## config.mk

```make
export PLATFORM = sky130hd
export DESIGN_NAME = ace_snoop_ctrl
export DESIGN_NICKNAME = d
export VERILOG_FILES = /design/src/rtl/ace_snoop_ctrl_pkg.sv /design/src/rtl/ace_snoop_cd_counter.sv /design/src/rtl/ace_snoop_ctrl.sv
export SDC_FILE = /design/constraint.sdc
export NUM_CORES = 1
export LEC_CHECK = 0
export BUFFER_PORTS_ARGS = -buffer_cell sky130_fd_sc_hd__buf_2
export CAP_MARGIN = 40
export CORE_AREA = 2 2 163 165
export DETAILED_ROUTE_END_ITERATION = 7
export DIE_AREA = 0 0 165 167
export PLACE_DENSITY_LB_ADDON = 0.15
export SYNTH_ARGS = -nofsm -noshare
export SYNTH_HDL_FRONTEND = slang
export SYNTH_HIERARCHICAL = 1
export SYNTH_SLANG_ARGS = --single-unit
```

## constraint.sdc

```tcl
create_clock -name ACLK -period 1.95 [get_ports ACLK]
set_clock_uncertainty 0.2 [all_clocks]
set_input_delay 0.195 -clock ACLK [delete_from_list [all_inputs] [get_ports ACLK]]
set_output_delay 0.195 -clock ACLK [all_outputs]
set_load 0.1 [all_outputs]
```

## src/rtl/ace_snoop_ctrl_pkg.sv

```systemverilog
// ace_snoop_ctrl_pkg: shared types and constants for the ACE snoop controller
package ace_snoop_ctrl_pkg;

    typedef enum logic [1:0] {IDLE, LOOKUP, RESP, DATA} state_e;

    localparam logic [3:0] SNP_READ_ONCE       = 4'b0000;
    localparam logic [3:0] SNP_READ_SHARED     = 4'b0001;
    localparam logic [3:0] SNP_READ_CLEAN      = 4'b0010;
    localparam logic [3:0] SNP_READ_NSD        = 4'b0011;
    localparam logic [3:0] SNP_READ_UNIQUE     = 4'b0111;
    localparam logic [3:0] SNP_CLEAN_SHARED    = 4'b1000;
    localparam logic [3:0] SNP_CLEAN_INVALID   = 4'b1001;
    localparam logic [3:0] SNP_MAKE_INVALID    = 4'b1101;
    localparam logic [3:0] SNP_DVM_COMPLETE    = 4'b1110;
    localparam logic [3:0] SNP_DVM_MESSAGE     = 4'b1111;

    localparam int CR_DATA_TRANSFER = 0;
    localparam int CR_ERROR         = 1;
    localparam int CR_PASS_DIRTY    = 2;
    localparam int CR_IS_SHARED     = 3;
    localparam int CR_WAS_UNIQUE    = 4;

    function automatic int calc_beats(input int data_width, input int line_log2);
        return (8 << line_log2) / data_width;
    endfunction

endpackage

```

## src/rtl/ace_snoop_cd_counter.sv

```systemverilog
// ace_snoop_cd_counter: CD beat counter with clear, wrap on the last handshake and last-beat flag
module ace_snoop_cd_counter #(
    parameter int BEATS = 4
) (
    input  logic clk_i,
    input  logic rst_ni,
    input  logic clr_i,
    input  logic inc_i,
    output logic last_o
);

    localparam int CW = BEATS > 1 ? $clog2(BEATS) : 1;

    logic [CW-1:0] cnt_q, cnt_d;

    assign last_o = cnt_q == CW'(BEATS - 1);

    always_comb cnt_d = (clr_i || (inc_i && last_o)) ? '0 : inc_i ? cnt_q + CW'(1) : cnt_q;

    always_ff @(posedge clk_i or negedge rst_ni)
        if (!rst_ni) cnt_q <= '0;
        else         cnt_q <= cnt_d;

endmodule

```

## src/rtl/ace_snoop_ctrl.sv

```systemverilog
// ace_snoop_ctrl: master-side ACE snoop sequencer AC -> lookup -> CR -> CD, one snoop at a time.
// Define ACE_SNOOP_CTRL_DVM_EN to answer DVM snoops directly without a cache lookup.
module ace_snoop_ctrl
    import ace_snoop_ctrl_pkg::*;
#(
    parameter int ADDR_WIDTH       = 64,
    parameter int SNOOP_DATA_WIDTH = 128,
    parameter int CACHE_LINE_SIZE  = 6
) (
    input  logic                        ACLK,
    input  logic                        ARESETn,
    input  logic                        ACVALID,
    output logic                        ACREADY,
    input  logic [ADDR_WIDTH-1:0]       ACADDR,
    input  logic [3:0]                  ACSNOOP,
    input  logic [2:0]                  ACPROT,
    output logic                        CRVALID,
    input  logic                        CRREADY,
    output logic [4:0]                  CRRESP,
    output logic                        CDVALID,
    input  logic                        CDREADY,
    output logic [SNOOP_DATA_WIDTH-1:0] CDDATA,
    output logic                        CDLAST,
    output logic                        lk_valid,
    output logic [ADDR_WIDTH-1:0]       lk_addr,
    output logic [3:0]                  lk_snoop,
    output logic [2:0]                  lk_prot,
    input  logic                        lk_ready,
    input  logic [4:0]                  lk_resp,
    input  logic                        rd_valid,
    output logic                        rd_ready,
    input  logic [SNOOP_DATA_WIDTH-1:0] rd_data
);

    localparam int BEATS = calc_beats(SNOOP_DATA_WIDTH, CACHE_LINE_SIZE);

    state_e                  state_q, state_d;
    logic [ADDR_WIDTH-1:0]   addr_q;
    logic [3:0]              snoop_q;
    logic [2:0]              prot_q;
    logic [4:0]              resp_q;
    logic                    is_dvm, in_data, last_beat;
    logic                    ac_hs, lk_hs, cd_hs;

`ifdef ACE_SNOOP_CTRL_DVM_EN
    assign is_dvm = ACSNOOP == SNP_DVM_COMPLETE || ACSNOOP == SNP_DVM_MESSAGE;
`else
    assign is_dvm = 1'b0;
`endif

    assign ac_hs = ACVALID && ACREADY;
    assign lk_hs = lk_valid && lk_ready;
    assign cd_hs = CDVALID && CDREADY;

    always_ff @(posedge ACLK or negedge ARESETn)
        if (!ARESETn) state_q <= IDLE;
        else          state_q <= state_d;

    always_comb begin
        state_d = state_q;
        case (state_q)
            IDLE:    state_d = ACVALID ? (is_dvm ? RESP : LOOKUP) : IDLE;
            LOOKUP:  state_d = lk_ready ? RESP : LOOKUP;
            RESP:    state_d = CRREADY ? (resp_q[CR_DATA_TRANSFER] ? DATA : IDLE) : RESP;
            DATA:    state_d = (cd_hs && last_beat) ? IDLE : DATA;
        endcase
    end

    always_comb begin
        in_data  = state_q == DATA;
        ACREADY  = state_q == IDLE;
        lk_valid = state_q == LOOKUP;
        CRVALID  = state_q == RESP;
        CDVALID  = in_data && rd_valid;
        rd_ready = in_data && CDREADY;
        CDDATA   = in_data ? rd_data : '0;
        CDLAST   = in_data && last_beat;
    end

    // DVM snoops bypass the lookup, so their response is forced to all-clear here
    always_ff @(posedge ACLK or negedge ARESETn)
        if (!ARESETn) begin
            addr_q  <= '0;
            snoop_q <= '0;
            prot_q  <= '0;
            resp_q  <= '0;
        end else begin
            if (ac_hs) begin
                addr_q  <= ACADDR;
                snoop_q <= ACSNOOP;
                prot_q  <= ACPROT;
            end
            if (ac_hs && is_dvm) resp_q <= '0;
            else if (lk_hs)      resp_q <= lk_resp;
        end

    assign lk_addr  = addr_q;
    assign lk_snoop = snoop_q;
    assign lk_prot  = prot_q;
    assign CRRESP   = resp_q;

    ace_snoop_cd_counter #(.BEATS(BEATS)) u_cnt (
        .clk_i  (ACLK),
        .rst_ni (ARESETn),
        .clr_i  (!in_data),
        .inc_i  (cd_hs),
        .last_o (last_beat)
    );

endmodule

```

* Word-level counts from Yosys, hierarchy flattened
Cells that the tools add are included.
** Storage, ports and cells
- Register bits :: 80
- Input port bits :: 211
- Output and inout bits :: 210
- Logic and storage cells :: 31
** Cells by class
- Add/sub/neg operators :: 1
- Equal/unequal tests :: 4
- Mux-type cells :: 9
- Reduce and logical (&&, ||, !) cells :: 11
** Operators by type and width (number)
- 128-bit two-way mux :: 1
- 2-bit two-way mux :: 6
- 2-bit case mux with 4 select lines :: 1
- 1-bit logical AND :: 7
- 2-bit equality test (second input constant) :: 3
- 2-bit by 1-bit adder with 2-bit output (second input constant) :: 1
- 2-bit by 1-bit equality test with 1-bit output (second input constant) :: 1
- 2-bit zero test :: 1
- 2-bit nonzero test :: 1
- 1-bit zero test :: 1
- 1-bit logical OR :: 1
- 1-bit two-way mux :: 1

* Longest topological paths before layout
Gate-level depths: netlist of run 1.
- Depth in word-level cells :: 6
- Depth in mapped cells :: 5
- Gate-level depth less buffers :: 4

* By module
The synthesis of run 1 kept the hierarchy.
** By module, submodules not included
- ace_snoop_ctrl :: times used 1, cells an instance 339, area each 4249.1 um^2, sequential area each 1951.9 um^2
- ace_snoop_cd_counter :: times used 1, cells an instance 9, area each 105.1 um^2, sequential area each 50.0 um^2

* Least setup slack after synthesis of run 1
Ideal clock, no wire load.
- Kind :: register to register
- From :: register state_q[1]
- To :: register state_q[0]
- Library setup time :: 0.072 ns
- Data arrival time :: 2.242 ns
- Required time :: 1.678 ns
- Setup slack :: -0.563 ns
- Stages on the path, launching flop included :: 5
- Path buffers :: 1
- Clock period less this slack :: 2.513 ns
- Cells stage by stage :: dfrtp_1 -> buf_2 -> nor2b_1 -> a31oi_1 -> nand2_1
** On the way
- Elaborated cells between the ends (all ways) :: 9
- Those cells by class :: eq/ne (3); mux (2); reduce/logical (4)
** RTL lines
- from (decl) :: line ace_snoop_ctrl.sv:37 : state_e state_q, state_d;
- from (signal assigned) :: line ace_snoop_ctrl.sv:57 : else state_q <= state_d;
- 2-bit equality test
- via CRVALID :: line ace_snoop_ctrl.sv:17 : output logic CRVALID,
- 2-bit case mux with 4 select lines :: line ace_snoop_ctrl.sv:61 : case (state_q)
- via state_d[0] :: line ace_snoop_ctrl.sv:37
The timed path passes the listed nets, and every way through them passes these cells.
A chain may end at the register's enable or synchronous reset.

* Worst setup path in the final report of run 1
- From :: register state_q[0]
- To :: output CDDATA[64]
** On the way
- Longest elaborated chain between the ends :: 2
** Ends and longest elaborated chain
- 2-bit equality test :: line ace_snoop_ctrl.sv:70 : in_data = state_q == DATA;
- 128-bit two-way mux :: line ace_snoop_ctrl.sv:76 : CDDATA = in_data ? rd_data : '0;
- to (decl) :: line ace_snoop_ctrl.sv:22 : output logic [SNOOP_DATA_WIDTH-1:0] CDDATA,
No other way between the ends.

==> results of run 1 <==
## what timing repair did
| action | CTS | global route |
|---|---|---|
| pin swaps | 5 | 22 |
| hold buffers | 79 | 0 |
| cloned | 4 | 2 |
| resized for setup | 52 | 57 |
| buffers inserted | 1 | 8 |
| endpoints found under the hold margin | 114 | 0 |
| endpoints found under the setup margin | 131 | 150 |
## worst max-delay path, cell delays in order, from the launching register on
cell	delay [ns]
dfrtp_2	0.40
buf_12	0.18
clkbuf_16	0.21
and3_1	0.21
buf_12	0.18
## Yosys cell counts, drive strengths merged
library cell | count | share of area [%]
buf | 12 | 3.9
nand2 | 4 | 0.34
nor3b | 1 | 0.29
nor2 | 1 | 0.086
o311ai | 1 | 0.20
ha | 1 | 0.29
clkbuf | 26 | 2.2
nand4 | 2 | 0.29
a21oi | 2 | 0.32
inv | 1 | 0.086
and2b | 1 | 0.17
mux2 | 76 | 26
and3 | 131 | 19
nor2b | 1 | 0.14
and2 | 1 | 0.14
a31oi | 1 | 0.14
nand3 | 1 | 0.11
nand2b | 3 | 0.43
dfrtp | 80 | 46
or3b | 1 | 0.20
nand3b | 1 | 0.17
## cell families after synthesis
kind of cell               after synthesis  share of synthesized area [%]
and+or+nand+nor                        148                           21.2
DFF                                     80                           46.0
muxes                                   76                           25.6
buffers and inverters                   39                           6.26
AOI/OAI and AO/OA                        4                          0.661
adders and majority gates                1                          0.287
## through the flow
step	setup WS [ns]	setup TNS, ns	area [µm²]	utilization (%)	cells
global route	-0.0451	-2.11	10700	41.6	1190
global placement	0.197	0	8850	34.4	1079
detailed placement	0.184	0	8850	34.4	1079
floorplan	-0.00521	-0.365	4370	-	348
CTS	-0.0392	-1.16	10300	40.0	1179
finish	0.0116	0	10700	41.6	1190
## state kept, by name, summed over array words and instances, names as in the netlist
register / count
lk_snoop: 4
u_cnt/cnt_q: 2
lk_prot: 3
lk_addr: 64
state_q: 2
CRRESP: 5
## layout make-up
class	instances	area, µm²
fill	2425	15100
timing repair buffer	528	5400
multi-input combinational	229	2570
sequential	80	2000
tap	335	419
clock buffer	9	225
clock inverter	7	83.8
inverter	1	3.75
antenna	1	2.50
## layer usage
metal	share of wire [%]	routed length [µm]	GRT usage [%]
met1	37	8060	16.2
met2	50	10900	26.0
met3	11	2350	6.67
met4	1.7	372	3.67
met5	0	0	0
## path summary, 6_finish.rpt
path / end / slack, ns
setup / recovery: CDDATA[64] / 0.01
hold / removal: state_q[0] / 0.04
setup reg to reg: lk_addr[49] / 0.10
hold reg to reg: lk_addr[47] / 0.30
max in group asynchronous: lk_addr[3] / 0.74
min in group asynchronous: lk_addr[19] / 0.17
==> results.py, run 1 <==
metrics = {
    "floorplan": {
        "rows": 59,
        "core_mm2": 0.0258,
        "start_util_pct": 16.9,
        "die_w_um": 165,
        "die-area_mm2": 0.0276,
        "die_h_um": 167,
        "io_pins": 421,
    },
    "worst_setup_path": {
        "start_kind": "register",
        "crit_fanout": 19,
        "path_class": "register to output port",
        "crit_arrival_ns": 1.54,
        "reg2reg_depth": 5,
        "crit_path_end_kind": "output port",
        "critPathRequiredTime_ns": 1.55,
        "r2r-start": "state_q[1]",
        "worstSetupStartpoint": "state_q[0]",
    },
    "timing": {
        "rsz0062_at_grt": "true",
        "slew_viol_final": 0,
        "finalSetupViolCount": 0,
        "finalHoldViolations": 0,
        "worst_slew_pin_slew_ns": 0.541,
        "slew_headroom_pct": 64.2,
        "hold-worst-slack_ns": 0.0382,
        "min_period_ns": 1.94,
        "timing.final.crit_share_pct": 99.4,
        "max_freq_mhz": 516,
    },
    "min_path": {
        "hold_path_depth": 4,
        "hp-start": "CDREADY",
        "hp-class": "input pin to register",
    },
    "yosys": {
        "yosysUniqueCellTypes": 25,
        "synth_fp_nets": 560,
        "synth_seq_cells": 80,
        "synthesis.instances": 348,
        "avgSynthCellArea_um2": 12.5,
        "synth_area_mm2": 0.00435,
        "yosysSeqAreaShare_pct": 46.0,
        "yosysWarningCount": 6,
    },
    "finish": {
        "final_common_cell": "buf_2",
        "area_growth_pct": 146,
        "layout-drive-gt1-share_pct": 75.9,
        "mostFrequentLayoutCells": "285 x buf_2, 143 x buf_12, 93 x and3_4",
        "finalNetCount": 1061,
    },
    "detailed_routing": {
        "first_pass_iters": 4,
        "via_per_inst": 4.07,
        "remaining_drc_errors": 0,
        "routed_wl_um": 21700,
        "ant_nets": 0,
        "vias": 4844,
        "drt-initial-drc-count": 142,
        "wire_per_inst_um": 18.3,
    },
    "grt": {
        "grt_pass1_wl_um": 30800,
        "grt_pass1_vias": 5083,
        "grt_max_degree": 44,
        "antenna_found_initial": 1,
        "grt_usage_pct": 14.8,
        "overflow": 0,
    },
    "clock_tree": {
        "numCtsBuffers": 9,
        "cts.sinks": 80,
        "clkTransAtPathRegs_ns": 0.06,
        "clock-root-buffer": "clkbuf_16",
        "htreeDepth": 3,
        "clockBufferDepth": 2,
        "cts_tree": "yes",
        "clkLatencyLatePin_ns": 0.33,
    },
    "placed_design": {
        "gp_congestion": 0.821,
        "port_buffers": 420,
        "hpwl_um": 15900,
    },
    "run": {
        "cap_viol_max_count": 0,
    },
    "status": {
        "status": "finished clean",
    },
}
Power of run 1 is left out: the tool's default activity adds up to more than one toggle a clock period on the data nets, which glitch-free logic cannot reach.
==> run 2: changes to the inputs <==
Settings changed: ABC_AREA set to 1, CORE_AREA 2 2 163 165 to 2 2 162 164, DIE_AREA 0 0 165 167 to 0 0 164 166.
==> results.py, run 2 <==
metrics = {
    "status": {
        "status": "finished with violations",
        "violations": "setup timing",
    },
    "grt": {
        "overflow": 0,
        "antenna_found_initial": 7,
        "grt_max_degree": 58,
        "grt_pass1_vias": 5848,
        "grt_pass1_wl_um": 36100,
        "grt_usage_pct": 17.9,
    },
    "finish": {
        "finalNetCount": 1359,
        "area_growth_pct": 156,
        "final_common_cell": "buf_2",
        "finish.utilization_pct": 42.9,
        "layout-drive-gt1-share_pct": 52.3,
        "largest_register_ffs": 64,
        "mostFrequentLayoutCells": "285 x buf_2, 160 x nand2_1, 139 x buf_12",
    },
    "worst_setup_path": {
        "crit_chain": "nand2_8 > buf_4 > clkbuf_16 > nor2_2 > buf_12",
        "path_class": "register to output port",
        "start_kind": "register",
        "crit_arrival_ns": 1.56,
        "cpMaxStageDelayCell": "dfrtp_2",
        "crit_fanout": 13,
        "critPathRequiredTime_ns": 1.55,
        "crit_path_max_incr_delay_ns": 0.43,
        "crit_path_end_kind": "output port",
    },
    "timing": {
        "slew_viol_final": 0,
        "rsz0062_at_grt": "true",
        "min_period_ns": 1.95,
        "finalHoldViolations": 0,
        "slew_headroom_pct": 54.0,
        "finalWorstSetupSlack_ns": -0.00284,
        "max_freq_mhz": 512,
        "finalSetupViolCount": 1,
        "worst_slew_pin_slew_ns": 0.690,
        "timing.final.crit_share_pct": 100,
    },
    "yosys": {
        "synth_fp_nets": 848,
        "avgSynthCellArea_um2": 6.75,
        "synth_top_cell_by_area": "dfrtp_1",
        "ys.flop_type": "dfrtp_1",
        "synth_top_area_share_pct": 46.6,
        "synth_seq_cells": 80,
        "yosysUniqueCellTypes": 16,
        "synthesis.instances": 636,
        "synth_area_mm2": 0.00429,
        "synth.top_cells.by_count": "160 x nand2_1, 137 x inv_1, 135 x nor2_1",
        "async_flop_share_pct": 100,
        "synth.area.top_cells": "dfrtp_1 47%, nand2_1 14%, inv_1 12%, nor2_1 12%, nand3_1 9.3%",
        "synth_edf_count": 0,
        "yosysSeqAreaShare_pct": 46.6,
        "yosys.cell_count.top_type": "nand2_1",
        "yosysWarningCount": 6,
    },
    "detailed_routing": {
        "first_pass_iters": 4,
        "drt-initial-drc-count": 174,
        "wire_per_inst_um": 17.2,
        "via_per_inst": 3.90,
        "ant_nets": 0,
        "vias": 5816,
        "remaining_drc_errors": 0,
        "routed_wl_um": 25700,
    },
    "floorplan": {
        "die_w_um": 164,
        "start_util_pct": 16.8,
        "die_h_um": 166,
        "die-area_mm2": 0.0272,
        "core_mm2": 0.0256,
        "io_pins": 421,
        "rows": 59,
    },
    "clock_tree": {
        "numCtsBuffers": 9,
        "clkLatencyLatePin_ns": 0.34,
        "clock-root-buffer": "clkbuf_16",
        "cts_tree": "yes",
        "cts.sinks": 80,
        "clkTransAtPathRegs_ns": 0.06,
        "clockBufferDepth": 2,
        "htreeDepth": 3,
    },
    "placed_design": {
        "gp_congestion": 0.789,
        "hpwl_um": 19600,
        "port_buffers": 420,
    },
    "min_path": {
        "hp-class": "input pin to register",
    },
    "run": {
        "cap_viol_max_count": 0,
    },
}
[run 2: worst paths after layout]
path,slack (ns),start,cells past startpoint,endpoint
max,-0.003,state_q[0],5,CDDATA[53]
max reg2reg,0.13,state_q[0],5,CRRESP[1]
min reg2reg,0.26,lk_addr[62],2,lk_addr[62]
max in group asynchronous,0.90,ARESETn,3,state_q[0]
min,0.05,lk_ready,4,state_q[0]
min in group asynchronous,0.07,ARESETn,2,lk_addr[0]
[run 2: stage by stage]
stage               hold WS [ns]  std cells  setup WS (ns)   TNS, ns  cell area [µm²]
floorplan                 -0.301        636         -0.583    -52.46             4510
global placement          -0.112       1369          0.201         0             9020
detailed placement        -0.110       1369          0.185         0             9020
CTS                       0.0355       1472        -0.0707     -2.10            10300
global route              0.0827       1489        -0.0593     -1.87            11000
finish                    0.0510       1493       -0.00284  -0.00284            11000
[run 2: layout make-up]
| type | instances | area (µm²) |
|---|---|---|
| well taps | 335 | 419 |
| diodes | 6 | 15.0 |
| inverters | 137 | 518 |
| clock inverters | 5 | 53.8 |
| repair buffers | 536 | 5450 |
| multi-input cells | 383 | 2270 |
| clock buffers | 11 | 243 |
| flip-flops and latches | 80 | 2000 |
| fillers | 2571 | 14600 |
[run 2: metal layers]
metal	wire, µm	vias up	global-route usage [%]
met5	0	-	0
met4	301	0	4.54
met2	13000	230	31.5
met1	10400	2698	21.8
met3	1970	21	4.40
li1	-	2867	-
[run 2: repair_timing]
action	in CTS	in global routing
buffers inserted	0	9
gates resized for setup	38	111
endpoints found under the setup margin	124	98
hold buffers	85	0
endpoints found under the hold margin	158	0
pin swaps	0	3
gates cloned	2	6
[run 2: cell families after synthesis]
kind of cell	synth area share [%]
and+or+nand+nor	35.9
adders and majority gates	0.291
buffers and inverters	16.8
AOI/OAI and AO/OA	0.320
DFF	46.6
[run 2: worst max-delay path: cells and delay by family (launching register included)]
| kind | cells | cell delay [ns] |
|---|---|---|
| buf+inv | 3 | 0.52 |
| flops | 1 | 0.43 |
| simple gates | 2 | 0.25 |
Power of run 2 is left out for the same reason.
